--- src/rtl/arb_pkg.sv ---
// Shared definitions for the 4-channel arbiter.
//   N_REQ        : number of requesters
//   ID_W         : width of a requester index
//   HOLD_W       : width of the hold counter
//   MAX_HOLD_DEF : default grant hold limit, in cycles
//   state_e      : arbiter FSM states
//   onehot()     : index to one-hot grant vector
package arb_pkg;
  localparam int N_REQ        = 4;
  localparam int ID_W         = 2;
  localparam int HOLD_W       = 8;
  localparam int MAX_HOLD_DEF = 16;

  typedef enum logic [1:0] {
    ST_IDLE    = 2'd0,
    ST_GRANT   = 2'd1,
    ST_RECOVER = 2'd2
  } state_e;

  function automatic logic [N_REQ-1:0] onehot(input logic [ID_W-1:0] id);
    return N_REQ'(1) << id;
  endfunction
endpackage

--- src/rtl/arb_rr_4ch_if.sv ---
// Request/grant bundle between the requesters and the arbiter.
//   mode        : 0 = fixed priority, 1 = round-robin
//   req         : request vector, one bit per requester
//   grant       : one-hot grant, zero when idle
//   grant_id    : index of the granted requester
//   grant_valid : a grant is live
//   timeout     : one-cycle pulse on forced revocation
// master = requester side, slave = arbiter side.
interface arb_rr_4ch_if;
  import arb_pkg::*;
  logic             mode;
  logic [N_REQ-1:0] req;
  logic [N_REQ-1:0] grant;
  logic [ID_W-1:0]  grant_id;
  logic             grant_valid;
  logic             timeout;

  modport master (output mode, req, input grant, grant_id, grant_valid, timeout);
  modport slave  (input mode, req, output grant, grant_id, grant_valid, timeout);
endinterface

--- src/rtl/priority_encoder_4to2.sv ---
// 4-to-2 priority encoder. The highest set bit wins.
//   i_req   : request vector
//   o_idx   : index of the highest set bit. 0 when i_req is zero.
//   o_valid : i_req has at least one bit set
module priority_encoder_4to2 (
  input  logic [3:0] i_req,
  output logic [1:0] o_idx,
  output logic       o_valid
);
  always_comb begin
    o_idx   = 2'd0;
    o_valid = |i_req;
    casez (i_req)
      4'b1???: o_idx = 2'd3;
      4'b01??: o_idx = 2'd2;
      4'b001?: o_idx = 2'd1;
      default: o_idx = 2'd0;
    endcase
  end
endmodule

--- src/rtl/arb_rr_4ch.sv ---
// Four-requester arbiter. It supports fixed priority and round-robin modes.
// Each grant has a hold limit; when the limit is reached the grant is revoked.
//   clk      : clock, rising edge
//   rst      : synchronous reset, active high
//   bus      : request/grant bundle (slave side)
//   MAX_HOLD : most cycles a grant may stay live (2..255)
// Grant outputs are registered. Every grant change, including release,
// takes effect on the edge after the request change that causes it.
module arb_rr_4ch
  import arb_pkg::*;
#(
  parameter int MAX_HOLD = MAX_HOLD_DEF
) (
  input  logic        clk,
  input  logic        rst,
  arb_rr_4ch_if.slave bus
);
  state_e             r_state;
  logic [N_REQ-1:0]   r_grant;
  logic [ID_W-1:0]    r_gid;
  logic               r_gvalid;
  logic               r_timeout;
  logic [ID_W-1:0]    r_last;
  logic [HOLD_W-1:0]  r_hold;

  logic [ID_W-1:0]    w_rot_amt;
  logic [2*N_REQ-1:0] w_dbl;
  logic [N_REQ-1:0]   w_rot;
  logic [ID_W-1:0]    w_enc_idx;
  logic               w_enc_valid;
  logic [ID_W-1:0]    w_win;
  logic               w_limit;

  // Rotate the request vector so that rotated bit k is req[(last+k) mod 4].
  // The encoder picks the highest rotated bit, which gives the search order
  // last-1, last-2, last-3, last. Fixed mode uses no rotation.
  assign w_rot_amt = bus.mode ? r_last : '0;
  assign w_dbl     = {bus.req, bus.req} >> w_rot_amt;
  assign w_rot     = w_dbl[N_REQ-1:0];

  priority_encoder_4to2 u_enc (
    .i_req   (w_rot),
    .o_idx   (w_enc_idx),
    .o_valid (w_enc_valid)
  );

  // Undo the rotation. The sum wraps mod 4 in ID_W bits.
  assign w_win = w_enc_idx + w_rot_amt;

  // In this cycle the grant has been visible for r_hold+1 cycles.
  // The sum is 9 bits wide so it cannot wrap.
  assign w_limit = ({1'b0, r_hold} + 9'd1) >= 9'(MAX_HOLD);

  always_ff @(posedge clk) begin
    if (rst) begin
      r_state   <= ST_IDLE;
      r_grant   <= '0;
      r_gid     <= '0;
      r_gvalid  <= 1'b0;
      r_timeout <= 1'b0;
      r_last    <= '0;
      r_hold    <= '0;
    end else begin
      r_timeout <= 1'b0;
      case (r_state)
        ST_IDLE: begin
          if (w_enc_valid) begin
            r_state  <= ST_GRANT;
            r_grant  <= onehot(w_win);
            r_gid    <= w_win;
            r_gvalid <= 1'b1;
            r_last   <= w_win;
            r_hold   <= '0;
          end else begin
            r_grant  <= '0;
            r_gid    <= '0;
            r_gvalid <= 1'b0;
          end
        end
        ST_GRANT: begin
          // A release takes priority over the hold limit.
          if (!bus.req[r_gid]) begin
            r_state  <= ST_IDLE;
            r_grant  <= '0;
            r_gid    <= '0;
            r_gvalid <= 1'b0;
          end else if (w_limit) begin
            r_state   <= ST_RECOVER;
            r_grant   <= '0;
            r_gid     <= '0;
            r_gvalid  <= 1'b0;
            r_timeout <= 1'b1;
          end else begin
            r_hold <= (r_hold == '1) ? r_hold : r_hold + 1'b1;
          end
        end
        ST_RECOVER: r_state <= ST_IDLE;
        default: begin
          r_state  <= ST_IDLE;
          r_grant  <= '0;
          r_gid    <= '0;
          r_gvalid <= 1'b0;
        end
      endcase
    end
  end

  assign bus.grant       = r_grant;
  assign bus.grant_id    = r_gid;
  assign bus.grant_valid = r_gvalid;
  assign bus.timeout     = r_timeout;
endmodule
--- src/flat_wrapper.sv ---
// flat-port wrapper written by rule: the top's interface ports become plain ports
module arb_rr_4ch_flat import arb_pkg::*;
#(
  parameter int MAX_HOLD = MAX_HOLD_DEF
)
  (clk, rst, bus_mode, bus_req, bus_grant, bus_grant_id, bus_grant_valid, bus_timeout);
  arb_rr_4ch_if bus_i ();
  input  logic clk;
  input  logic rst;
  input wire logic [$bits(bus_i.mode)-1:0] bus_mode;
  input wire logic [$bits(bus_i.req)-1:0] bus_req;
  output wire logic [$bits(bus_i.grant)-1:0] bus_grant;
  output wire logic [$bits(bus_i.grant_id)-1:0] bus_grant_id;
  output wire logic [$bits(bus_i.grant_valid)-1:0] bus_grant_valid;
  output wire logic [$bits(bus_i.timeout)-1:0] bus_timeout;
  assign bus_i.mode = bus_mode;
  assign bus_i.req = bus_req;
  assign bus_grant = bus_i.grant;
  assign bus_grant_id = bus_i.grant_id;
  assign bus_grant_valid = bus_i.grant_valid;
  assign bus_timeout = bus_i.timeout;
  arb_rr_4ch #(.MAX_HOLD(MAX_HOLD)) u_core (.clk(clk), .rst(rst), .bus(bus_i));
endmodule
--- config.mk ---
export PLATFORM = sky130hd
export DESIGN_NAME = arb_rr_4ch_flat
export DESIGN_NICKNAME = d
export VERILOG_FILES = /design/src/rtl/arb_pkg.sv /design/src/rtl/arb_rr_4ch_if.sv /design/src/rtl/priority_encoder_4to2.sv /design/src/rtl/arb_rr_4ch.sv /design/src/flat_wrapper.sv
export SDC_FILE = /design/constraint.sdc
export NUM_CORES = 1
export LEC_CHECK = 0
export CORE_ASPECT_RATIO = 1.25
export CORE_UTILIZATION = 40
export CTS_CLUSTER_DIAMETER = 200
export CTS_CLUSTER_SIZE = 8
export DETAILED_ROUTE_END_ITERATION = 6
export PLACE_DENSITY = 0.63
export SYNTH_ARGS = -nofsm -noshare
export SYNTH_HDL_FRONTEND = slang
export SYNTH_HIERARCHICAL = 1
export SYNTH_SLANG_ARGS = --single-unit
--- constraint.sdc ---
create_clock -name clk -period 2.5 [get_ports clk]
set_clock_uncertainty 0.15 [all_clocks]
set_input_delay 0.25 -clock clk [delete_from_list [all_inputs] [get_ports clk]]
set_output_delay 0.25 -clock clk [all_outputs]
set_load 0.01 [all_outputs]
Yosys cells after proc, flatten, opt, wreduce, memory -nomap -nowiden. Cells that the tools add are included.

Bits in read-only memories: 0. Latch bits: 0. Output and inout port bits: 8. Input bits: 7. Flip-flop bits (word level): 20. Logic and storage cells: 61. RAM bits: 0. Memories: 0.

$lt $le $gt $ge: 2. Div/mod/pow operators: 0. Reduce and logical (&&, ||, !) cells: 8. Multipliers: 0. Shift operators: 2. Equal/unequal tests: 10. Add/sub/neg operators: 3. Multiplexer cells: 26. Bitwise operators: 3.

Operators by type and width (number): $mux 8 (4); $pmux 8 s2 (1); $mux 2 (7); $mux 4 (3); $pmux 2 s3 (2); $pmux 4 s3 (1); $add 8x1->9 const B (1); $ge 9x5->1 const B (1); $add 8x1->8 const B (1); $eq 8x8->1 const B (1); $shr 8x2->4 (1); $ne 2x2->1 const B (3); $reduce_and 2->1 (3); $mux 1 (5); $reduce_and 5->1 (1); $eq 2x1->1 const B (2); $pmux 2 s2 (1); $reduce_or 4->1 (1); $shl 1x2->4 const A (1); $eq 3x1->1 const B (1); $lt 2x3->1 const B (1); $ne 3x2->1 const B (1); $not 1->1 (3); $pmux 1 s3 (1); other kinds (7) (7).

Logic depth before layout (Yosys ltp).
Depth in word-level cells: 8. Depth in mapped cells: 11. Depth with buffers taken out: 11.

Hierarchy. The synthesis kept the hierarchy.

Modules (own cells, without submodules): arb_rr_4ch (cells an instance 125, times used 1, area each 1098.6 um^2, sequential area each 400.4 um^2); priority_encoder_4to2 (cells an instance 4, times used 1, area each 23.8 um^2, sequential area each 0.0 um^2).

Least setup slack after synthesis. No wires, ideal clock.

Path type: reg2reg. From: register u_core.r_last[1]. To: register u_core.r_grant[2], in the netlist u_core/bus.grant[2]. Arrival: 2.004 ns. Data required time: 2.279 ns. Cell stages (with the launch flop): 11. Path slack: 0.275 ns. Cell sequence: dfxtp_1 > nand2_1 > mux2i_1 > mux2i_1 > a21o_1 > ha_1 > xor2_1 > xnor2_1 > nand2_1 > o22a_1 > a21oi_1.

Longest elaborated chain between the ends: 8. Elaborated cells between the ends (all ways): 10.

Ends and longest elaborated chain: start: declaration (RTL line arb_rr_4ch.sv:23) `logic [ID_W-1:0] r_last;`; start signal: assignment (RTL line arb_rr_4ch.sv:72) `r_last <= w_win;`; $mux 2 (RTL line arb_rr_4ch.sv:37) `assign w_rot_amt = bus.mode ? r_last : '0;`; $shr 8x2->4 (RTL line arb_rr_4ch.sv:38) `assign w_dbl = {bus.req, bus.req} >> w_rot_amt;`; via u_core.w_dbl[1] (RTL line arb_rr_4ch.sv:27) `logic [2*N_REQ-1:0] w_dbl;`; $eq 3x1->1 (RTL line priority_encoder_4to2.sv:13) `casez (i_req)`; $pmux 2 s3 (RTL line priority_encoder_4to2.sv:13); via u_core.w_enc_idx[0] (RTL line arb_rr_4ch.sv:29) `logic [ID_W-1:0] w_enc_idx;`; $add 2x2->2 (RTL line arb_rr_4ch.sv:48) `assign w_win = w_enc_idx + w_rot_amt;`; $shl 1x2->4 (RTL line arb_pkg.sv:21) `return N_REQ'(1) << id;`; $mux 4 (RTL line arb_rr_4ch.sv:67) `if (w_enc_valid) begin`; $pmux 4 s3 (RTL line arb_rr_4ch.sv:65) `case (r_state)`; end signal: assignment (RTL line arb_rr_4ch.sv:69) `r_grant <= onehot(w_win);`; end: declaration (RTL line arb_rr_4ch.sv:19) `logic [N_REQ-1:0] r_grant;`.

The timed path passes the listed nets, and every way through them passes these cells. A chain may end at the register's enable or synchronous reset.

Final worst setup path.
From: register u_core.r_last[1]. To: register u_core.r_gid[0], in the netlist u_core/bus.grant_id[0].

Elaborated cells between the ends (all ways): 9.

RTL lines: $mux 2 (RTL line arb_rr_4ch.sv:37); $shr 8x2->4 (RTL line arb_rr_4ch.sv:38); via u_core.w_dbl[2] (RTL line arb_rr_4ch.sv:27); $reduce_or 4->1 (RTL line priority_encoder_4to2.sv:12) `o_valid = |i_req;`; via u_core.w_enc_valid (RTL line arb_rr_4ch.sv:30) `logic w_enc_valid;`; $mux 2 (RTL line arb_rr_4ch.sv:67); $pmux 2 s3 (RTL line arb_rr_4ch.sv:65); end signal: assignment (RTL line arb_rr_4ch.sv:70) `r_gid <= w_win;`; end: declaration (RTL line arb_rr_4ch.sv:20) `logic [ID_W-1:0] r_gid;`.

The timed path passes the listed nets, and every way through them passes these cells.

==> results by group <==
Synth
  • Number of synthesized flops with an enable pin: 0
  • Netlist cell types: 38
  • Mapped Area: 1120 µm²
  • Most used flip-flop cell after synthesis: dfxtp_1
  • Synth warn: 6
  • Syn Inst Count: 129
  • Mapped Nets: 138
  • Post-synthesis sequential area ratio: 35.7%
  • Syn avg cell area: 8.70 µm²
  • FFs w/ async S/R, synth: 0%
  • Synth Register Bits: 20

Setup path
  • Max incr delay on CP: 0.36 ns
  • Critical path launch point type: register
  • CP required: 2.53 ns
  • CP Cell Sequence: nand2_4 > mux2i_2 > mux2i_1 > or2_1 > or3_1 > nor3b_1 > nand2_1 > o21ai_0 > a21oi_1 > nor2_1
  • Worst path top cell family by delay: simple AND/OR/NAND/NOR gates
  • Crit path arrival time: 2.38 ns
  • CP Capture Type: register
  • Crit path max fanout: 5
  • Slowest CP cell: dfxtp_2
  • Buffer and inverter count on the worst path: 0
  • Setup CP Type: reg -> reg

Final layout
  • Post-Layout Cell Count: 185
  • Share of layout cells above drive strength 1: 13.9%
  • Area grow syn2layout: 25.2%
  • FF/Latch Area: 402 µm²
  • N_diodes: 0
  • Filler cell count: 280
  • Post-route cell area: 1410 µm²
  • Final net count: 161
  • Area of the multi-input gates: 699 µm²

CTS
  • Clk buf depth: 2
  • TritonCTS sink count: 20
  • TritonCTS clock tree: built
  • TritonCTS Buffers: 3
  • Setup Buffers After CTS: 0
  • Clock Latency Late Sink: 0.30 ns
  • Clock-pin slew on the worst setup and hold paths: 0.11 ns
  • CTS H-tree lvls: 1
  • CTS Root Cell: clkbuf_4

STA
  • Slew @ Worst Pin: 0.597 ns
  • Endpoints failing setup: 0
  • RSZ-0062 raised after global routing: no
  • Final setup margin: 0.154 ns
  • Final Max Slew Viols: 0
  • Hold Vio Cnt, Final: 0
  • Max transition margin: 60.1%
  • Min Clock Period, post-route: 2.35 ns
  • Hold_ws: 0.326 ns
  • Fin crit share: 93.8%
  • FMAX: 426 MHz
  • Setup TNS: 0 ns

Global route
  • First-pass GRT wire length: 4570 µm
  • Largest net degree at the start of global routing: 19
  • Global route overflow: 0
  • Initial antenna violation count: 0
  • Vias in the first global route: 1030
  • Total track usage: 19.7%

Detailed routing
  • Final wirelength: 2740 µm
  • Iter 0 DRT Violations: 21
  • Post-DRT Antenna Nets: 0
  • Avg Vias per Cell: 5.79
  • DR pass1 iterations: 4
  • # DRC: 0
  • Via Count: 1072
  • WL/cell: 14.8 µm

Pwr
  • Pwr per Cell Area: 630 nW/µm²
  • P_leak: 0.558 nW
  • Worst vdd ir: 0.317 mV

Die
  • Initial Util: 41.9%
  • Die W: 49.4 µm
  • IO Count: 15
  • Die area: 3020 µm²
  • Die Y: 61.2 µm
  • Area of the core: 2680 µm²
  • # rows: 21

Place
  • DP Area: 1350 µm²
  • Pre-CTS setup slack: -0.335 ns
  • RePlAce Congestion: 0.825
  • Detailed placer's ending HPWL: 2000 µm
  • Port buffer count: 14
  • DP Cell Count: 181

Run
  • Max-Cap Viols: 0

Outcome
  • Run status: completed

Min path
  • Worst hold path type: reg -> reg
-- power breakdown --
part	internal [mW]	switching (mW)
clock	0.0888	0.102
sequential	0.351	0.0379
combinational	0.159	0.146
total	0.599	0.286
-- path summary, 6_finish.rpt --
path,from,slack [ns],cells after the start,end
worst max-delay path,u_core/r_last[1]$_SDFFE_PP0P_,0.15,10,u_core/bus.grant_id[0]$_SDFFE_PP0P_
worst min-delay path,u_core/r_last[0]$_SDFFE_PP0P_,0.33,2,u_core/r_last[0]$_SDFFE_PP0P_
worst max register to register,u_core/r_last[1]$_SDFFE_PP0P_,0.15,10,u_core/bus.grant_id[0]$_SDFFE_PP0P_
worst min register to register,u_core/r_last[0]$_SDFFE_PP0P_,0.33,2,u_core/r_last[0]$_SDFFE_PP0P_
-- timing repair --
action	in CTS	in global routing
cloned	0	0
hold buffers	0	0
pin swaps	0	1
resized for setup	1	4
endpoints found under the setup margin	1	8
-- routing by layer --
metal | part of all wire, % | track usage (%)
met1 | 43 | 22.7
met2 | 53 | 37.2
met3 | 2.6 | 1.98
met4 | 1.5 | 8.98
met5 | 0 | 0
-- tightest hold or removal path: cells and delay by family (launching register included) --
kind             cells  cell delay, ns
flip-flops           1            0.33
AO/OA/AOI/OAI        1            0.06
AND/OR/NAND/NOR      1            0.05
-- synth_stat cells (all sizes together), types with 3 or more instances --
master	count	share of area [%]
clkbuf	5	1.7
nor2	8	2.7
nand3b	4	2.7
a21oi	11	4.9
dfxtp	20	36
o211ai	3	2.0
a31oi	4	2.2
o21ai	3	1.3
nand2b	3	1.7
nor4bb	7	6.2
nor3b	5	3.3
nand2	16	5.4
mux2i	11	9.8
-- layout make-up --
| cell class | instances | share of cell area, % |
|---|---|---|
| multi-input combinational | 101 | 49.8 |
| sequential | 20 | 28.6 |
| timing repair buffer | 24 | 15.5 |
| tap | 34 | 3.03 |
| clock buffer | 4 | 2.58 |
| inverter | 2 | 0.534 |
-- layout by cell type (no fill, tap or decap), drive strengths merged, types with 3 or more instances in the layout --
master	n
dfxtp	20
nand2	16
clkdlybuf4s50	13
a21oi	11
mux2i	11
buf	10
nor2	8
nor4bb	7
nor3b	5
nand3b	4
a31oi	4
clkbuf	4
nand2b	3
o21ai	3
o211ai	3
-- per-stage QoR --
stage / power (mW) / util (%)
floorplan: 0.559 / -
global placement: 0.688 / 50.5
detailed placement: 0.694 / 50.5
CTS: 0.883 / 52.0
global route: 0.933 / 52.4
finish: 0.885 / 52.4
-- flip-flops by register name, indices dropped and copies added (netlist names) --
signal,count
u_core/r_last,2
u_core/bus.timeout,1
u_core/r_hold,8
u_core/bus.grant,4
u_core/bus.grant_id,2
u_core/r_state,2
u_core/bus.grant_valid,1
-- cell families after synthesis --
family	synth area share [%]
simple gates	28.4
compound gates	17.9
flops	35.7
mux	11.1
buf+inv	3.01
xor+xnor	1.56
fa+ha+maj	2.23
No activity file was read; power rests on OpenSTA's default activity.
